$ cat src/rtl/fft_input_loader.sv
// Frame loader ahead of the first radix-4 FFT stage. Serial in, 4 words/cycle out. Macro: FFT_INPUT_SCALE_EN (>>>2 pre-scale on entry).
// Latency: burst starts 2 cycles after drain_en is seen in WAIT (registered bank reads); ld_done 1 cycle after the burst.
// Backpressure: in_ready only in LOAD; burst waits on drain_en, then runs N/4 cycles unbroken.
module fft_input_loader #(
    parameter int WORDSIZE   = 16,
    parameter int NUMSAMPLES = 256,
    parameter int BANKADDR   = 6
) (
    input  logic                clk,
    input  logic                rst_n,
    input  logic                ld_data,
    input  logic                in_valid,
    output logic                in_ready,
    input  logic [WORDSIZE-1:0] in_data,
    input  logic                drain_en,
    output logic                wr_en,
    output logic [WORDSIZE-1:0] data_out0,
    output logic [WORDSIZE-1:0] data_out1,
    output logic [WORDSIZE-1:0] data_out2,
    output logic [WORDSIZE-1:0] data_out3,
    output logic                ld_done,
    output logic                busy
);
    localparam int NQ = NUMSAMPLES / 4;
    localparam int CW = BANKADDR + 2;
    localparam logic [CW-1:0]       LAST_N = CW'(NUMSAMPLES - 1);
    localparam logic [BANKADDR-1:0] LAST_K = BANKADDR'(NQ - 1);

    typedef enum logic [2:0] {IDLE, LOAD, WAIT, DRAIN, DONE} state_t;

    state_t              state;
    state_t              state_nxt;
    logic [CW-1:0]       n_cnt;
    logic [BANKADDR-1:0] k_cnt;
    logic [WORDSIZE-1:0] bank [4][NQ];
    logic [WORDSIZE-1:0] wdata;
    logic                accept;

    assign in_ready = (state == LOAD);
    assign busy     = (state != IDLE);
    assign accept   = in_valid && in_ready;

`ifdef FFT_INPUT_SCALE_EN
    assign wdata = WORDSIZE'($signed(in_data) >>> 2);
`else
    assign wdata = in_data;
`endif

    always_comb begin
        state_nxt = state;
        case (state)
            IDLE:    if (ld_data) state_nxt = LOAD;
            LOAD:    if (accept && n_cnt == LAST_N) state_nxt = WAIT;
            WAIT:    if (drain_en) state_nxt = DRAIN;
            DRAIN:   if (k_cnt == LAST_K) state_nxt = DONE;
            DONE:    state_nxt = IDLE;
            default: state_nxt = IDLE;
        endcase
    end

    always_ff @(posedge clk) begin
        if (!rst_n) begin
            state     <= IDLE;
            n_cnt     <= '0;
            k_cnt     <= '0;
            wr_en     <= 1'b0;
            ld_done   <= 1'b0;
            data_out0 <= '0;
            data_out1 <= '0;
            data_out2 <= '0;
            data_out3 <= '0;
        end else begin
            state <= state_nxt;

            if (state == IDLE && ld_data)
                n_cnt <= '0;
            else if (accept)
                n_cnt <= n_cnt + 1'b1;

            if (state == WAIT && drain_en)
                k_cnt <= '0;
            else if (state == DRAIN)
                k_cnt <= k_cnt + 1'b1;

            // Outputs are forced to zero outside the wr_en window.
            wr_en   <= (state == DRAIN);
            ld_done <= (state == DONE);
            if (state == DRAIN) begin
                data_out0 <= bank[0][k_cnt];
                data_out1 <= bank[1][k_cnt];
                data_out2 <= bank[2][k_cnt];
                data_out3 <= bank[3][k_cnt];
            end else begin
                data_out0 <= '0;
                data_out1 <= '0;
                data_out2 <= '0;
                data_out3 <= '0;
            end
        end
    end

    // Bank select is the top two index bits, so bank j holds x[j*N/4 .. (j+1)*N/4-1].
    always_ff @(posedge clk) begin
        if (rst_n && accept)
            bank[n_cnt[CW-1 -: 2]][n_cnt[BANKADDR-1:0]] <= wdata;
    end
endmodule
$ cat config.mk
export PLATFORM = sky130hd
export DESIGN_NAME = fft_input_loader
export DESIGN_NICKNAME = d
export VERILOG_FILES = /design/src/rtl/fft_input_loader.sv
export SDC_FILE = /design/constraint.sdc
export NUM_CORES = 2
export LEC_CHECK = 0
export BUFFER_PORTS_ARGS = -buffer_cell sky130_fd_sc_hd__buf_2
export CAP_MARGIN = 20
export CORE_ASPECT_RATIO = 0.9
export CORE_MARGIN = 3
export CORE_UTILIZATION = 63
export CTS_CLUSTER_DIAMETER = 200
export DETAILED_ROUTE_END_ITERATION = 10
export HOLD_SLACK_MARGIN = 0.06
export PLACE_DENSITY = 0.75
export SLEW_MARGIN = 0
export SYNTH_ARGS = -nofsm -noshare
export SYNTH_HDL_FRONTEND = slang
export SYNTH_SLANG_ARGS = --single-unit
export TNS_END_PERCENT = 20
$ cat constraint.sdc
create_clock -name clk -period 4 [get_ports clk]
set_input_delay 0.4 -clock clk [delete_from_list [all_inputs] [get_ports clk]]
set_output_delay 0.4 -clock clk [all_outputs]
set_load 0.02 [all_outputs]
==> reports/qor.txt <==
area of the core: 250,000 um^2
summed instance area of the synthesized netlist: 159,000 um^2
buffers plus inverters on the worst setup path: 2
arrival time of data at the critical path endpoint: 4.31 ns
run status: completed
Req. time, crit path: 4.75 ns
Final Routed Wirelength: 453,000 um
clock tree skew after final layout: 0.0433 ns
Synth Warn #: 0
height of the die: 482 um
GRT Util Overall: 0.354
detailed-routing iteration count for the pre-antenna-repair pass: 8
global-route wire length before repair: 631,000 um
MaxCap Viol Count: 0
number of synthesized flops with an enable pin: 4,096
P&R area growth vs syn: 12.9%
largest vdd supply drop: 0.000434 V
share of the clock period used by the worst path after layout: 0.890
Main synth FF type: edfxtp_1
accumulated negative setup slack: 0 ns
Starting Density: 0.635
Resized cells post-CTS: 0
fraction of power spent switching nets: 0.194
Static Leakage: 54.7 nW
sequential power share: 0.558
Die W: 535 um
number of input and output port buffers inserted: 88
row count: 174
CTS root buffer: clkbuf_16
total die area: 258,000 um^2
top cell family by delay on the critical path: simple AND/OR/NAND/NOR gates
type of the setup path with the least slack: reg2reg
count of clock tree sinks: 4,179
mean instance size in the synthesized netlist: 21.9 um^2
H-tree depth reported by CTS: 5
maximum number of pins on one net before global-route repair: 138
Seq cells post-synth: 4,179
Worst-Skew Late Latency: 0.94 ns
number of pins with negative max-slew slack in the final report: 0
proportion of power drawn by combinational gates: 0.011
CP max-delay cell: and2_1
power per standard cell area: 480 nW/um^2
hold-fix buffer count after cts: 11
TritonCTS clock tree: built
number of global-route vias before repair: 80,600
most area-hungry cell type in the Yosys netlist: edfxtp_1
number of cells produced by synthesis: 7,266
type of the worst min-delay path: in2reg
number of hold-slack violations in the final timing report: 0
number of CTS-inserted buffers: 392
sequential element share of the synthesized area: 0.785
Synthesized Nets: 7,289
Post-CTS Setup Bufs: 0
detailed placement HPWL: 272,000 um
share of layout cells above drive strength 1: 0.278
Antenna Violating Nets Remaining: 0
Slew headroom: 0.121
total vias in the final route: 83,000
Worst Max-Slew Pin Slew: 1.32 ns
library cells used by synthesis: 57
proportion of power drawn by the clock network: 0.432
crit end category: flip-flop
Cell Chain, Critical Path: buf_4 -> and2_1 -> buf_4 -> a221oi_1 -> o41ai_1
delay of the slowest critical-path stage: 1.01 ns
buffer depth of the longest clock path: 4
number of antenna violations at the first check in global routing: 45
mean number of vias per cell: 7.17
number of nets in the layout: 7,892
most numerous cell on the critical path: buf_4
cell types occupying the most area after synthesis: edfxtp_1 (77%), mux4_2 (13%), mux2i_1 (1.2%)
final core utilization: 0.716
unrepaired setup endpoints after global routing: false
detailed router's first-iteration violation count: 15,300
launching element type of the critical path: flip-flop
FMAX: 281 MHz
count of filler cells inserted in the layout: 14,000
Setup violations, final: 0
drc violations: 0
cell internal pwr: 0.0694 W
average wire length per cell after detail routing: 39.1 um
proportion of register bits with asynchronous set or reset after synthesis: 0
RD Place Congestion: 0.887
minimum clock period: 3.56 ns
share of the synthesized area in the top cell type: 0.774
top-level I/O count: 89
global-route congestion overflow total: 0
crit-path max FO: 25
net load switching power: 0.0167 W
clk slew on worst S/H paths: 0.07 ns
## synthesized netlist by cell type (all sizes together), types with 6 or more instances
| cell type | number |
|---|---|
| nor4 | 22 |
| buf | 274 |
| nor3 | 29 |
| o22a | 13 |
| a22o | 30 |
| a211oi | 34 |
| a21oi | 26 |
| o21ai | 93 |
| mux4 | 932 |
| edfxtp | 4096 |
| or3 | 12 |
| clkbuf | 158 |
| a2111oi | 7 |
| o32ai | 8 |
| and3 | 8 |
| and2 | 6 |
| mux2 | 69 |
| a221o | 12 |
| mux2i | 194 |
| nand3 | 87 |
| a32o | 46 |
| nor2 | 400 |
| o221ai | 16 |
| nand2 | 187 |
| nand2b | 13 |
| nor2b | 40 |
| a221oi | 74 |
| xor2 | 6 |
| o2111ai | 12 |
| nand4 | 6 |
| o22ai | 147 |
| dfxtp | 83 |
| a22oi | 85 |
## cell usage in the layout, fill, tap and decap left out, types with 30 or more instances in the layout
| cell | instances |
|---|---|
| clkinv_1 | 62 |
| edfxtp_1 | 4096 |
| mux4_2 | 932 |
| a211oi_1 | 34 |
| clkbuf_1 | 98 |
| o22ai_1 | 147 |
| nand3_1 | 86 |
| buf_4 | 483 |
| buf_12 | 58 |
| a22oi_1 | 85 |
| nor2b_1 | 36 |
| clkbuf_16 | 399 |
| buf_2 | 73 |
| diode_2 | 47 |
| nor2_2 | 44 |
| mux2_2 | 69 |
| dfxtp_1 | 78 |
| nand2_1 | 178 |
| a32o_1 | 46 |
| mux2i_1 | 194 |
| a22o_1 | 30 |
| o21ai_0 | 89 |
| nor2_1 | 354 |
| clkinv_2 | 67 |
| bufinv_16 | 40 |
| a221oi_1 | 74 |
## layer usage
layer  share of wire  global-route usage  routed length [um]
met1            0.34               0.489              152000
met2            0.45               0.517              206000
met3            0.15               0.109               66500
met4           0.063               0.186               28400
met5         0.00043             0.00475                 195
## layout make-up
class | count | area [um^2] | area share
Antenna cell | 47 | 118 | 0.000656
Clock buffer | 515 | 10600 | 0.0591
Clock inverter | 198 | 2110 | 0.0118
Inverter | 5 | 21.3 | 0.000119
Multi-Input combinational cell | 2650 | 32200 | 0.179
Sequential cell | 4179 | 125000 | 0.695
Tap cell | 3344 | 4180 | 0.0233
Timing Repair Buffer | 641 | 5490 | 0.0306
## final timing paths
| check | slack, ns | to | start | cells past startpoint |
|---|---|---|---|---|
| worst min-delay path | 0.04 | bank[3][667]$_DFFE_PP_ | in_data[11] | 1 |
| worst max-delay path | 0.44 | data_out2[6]$_SDFF_PN0_ | k_cnt[0]$_SDFFE_PP0P_ | 5 |
| worst min register to register | 0.57 | state[2]$_SDFFE_PN0P_ | k_cnt[5]$_SDFFE_PP0P_ | 2 |
| worst max register to register | 0.44 | data_out2[6]$_SDFF_PN0_ | k_cnt[0]$_SDFFE_PP0P_ | 5 |
## worst reg2reg max path, cell delays in order (launching register included)
cell,delay (ns)
dfxtp_4,0.89
buf_4,0.52
and2_1,1.02
buf_4,0.30
a221oi_1,0.08
o41ai_1,0.58
## logic make-up (layout without fill, tap and decap cells)
group           count (synthesis)  count (layout)  share of synthesized area
flops                        4179            4179                      0.785
xor+xnor                       11              11                   0.000606
fa+ha+maj                       2               2                   0.000157
compound gates                608             608                     0.0281
mux                          1195            1195                      0.149
simple gates                  834             834                     0.0230
buf+inv                       437            1359                     0.0144
other cells                     0              47                          0
## power by group through the flow
stage               combinational (W)  clock [W]  sequential [W]
floorplan                   0.0000294          0          0.0490
global placement             0.000828          0          0.0490
detailed placement           0.000895          0          0.0490
CTS                          0.000908     0.0373          0.0480
global route                 0.000964     0.0389          0.0480
finish                       0.000925     0.0372          0.0480
## per-stage QoR
stage                     setup slack (ns)  total power (W)  cell area, um^2  hold slack (ns)  instances
after floorplan                       1.33           0.0490           159000            0.499       7266
after global placement               0.564           0.0498           166000            0.549      10800
after detailed placement             0.482           0.0499           166000            0.556      10800
after CTS                            0.461           0.0862           179000           0.0621      11500
after global routing                 0.411           0.0879           179000           0.0683      11600
final                                0.440           0.0861           179000           0.0409      11600
## registers in the layout (all words and copies together) (netlist names)
| name | cells |
|---|---|
| state | 3 |
| bank | 4096 |
| wr_en | 1 |
| data_out1 | 16 |
| data_out2 | 16 |
| data_out0 | 16 |
| n_cnt | 8 |
| ld_done | 1 |
| data_out3 | 16 |
| k_cnt | 6 |
No activity file was read; power rests on OpenSTA's default activity.
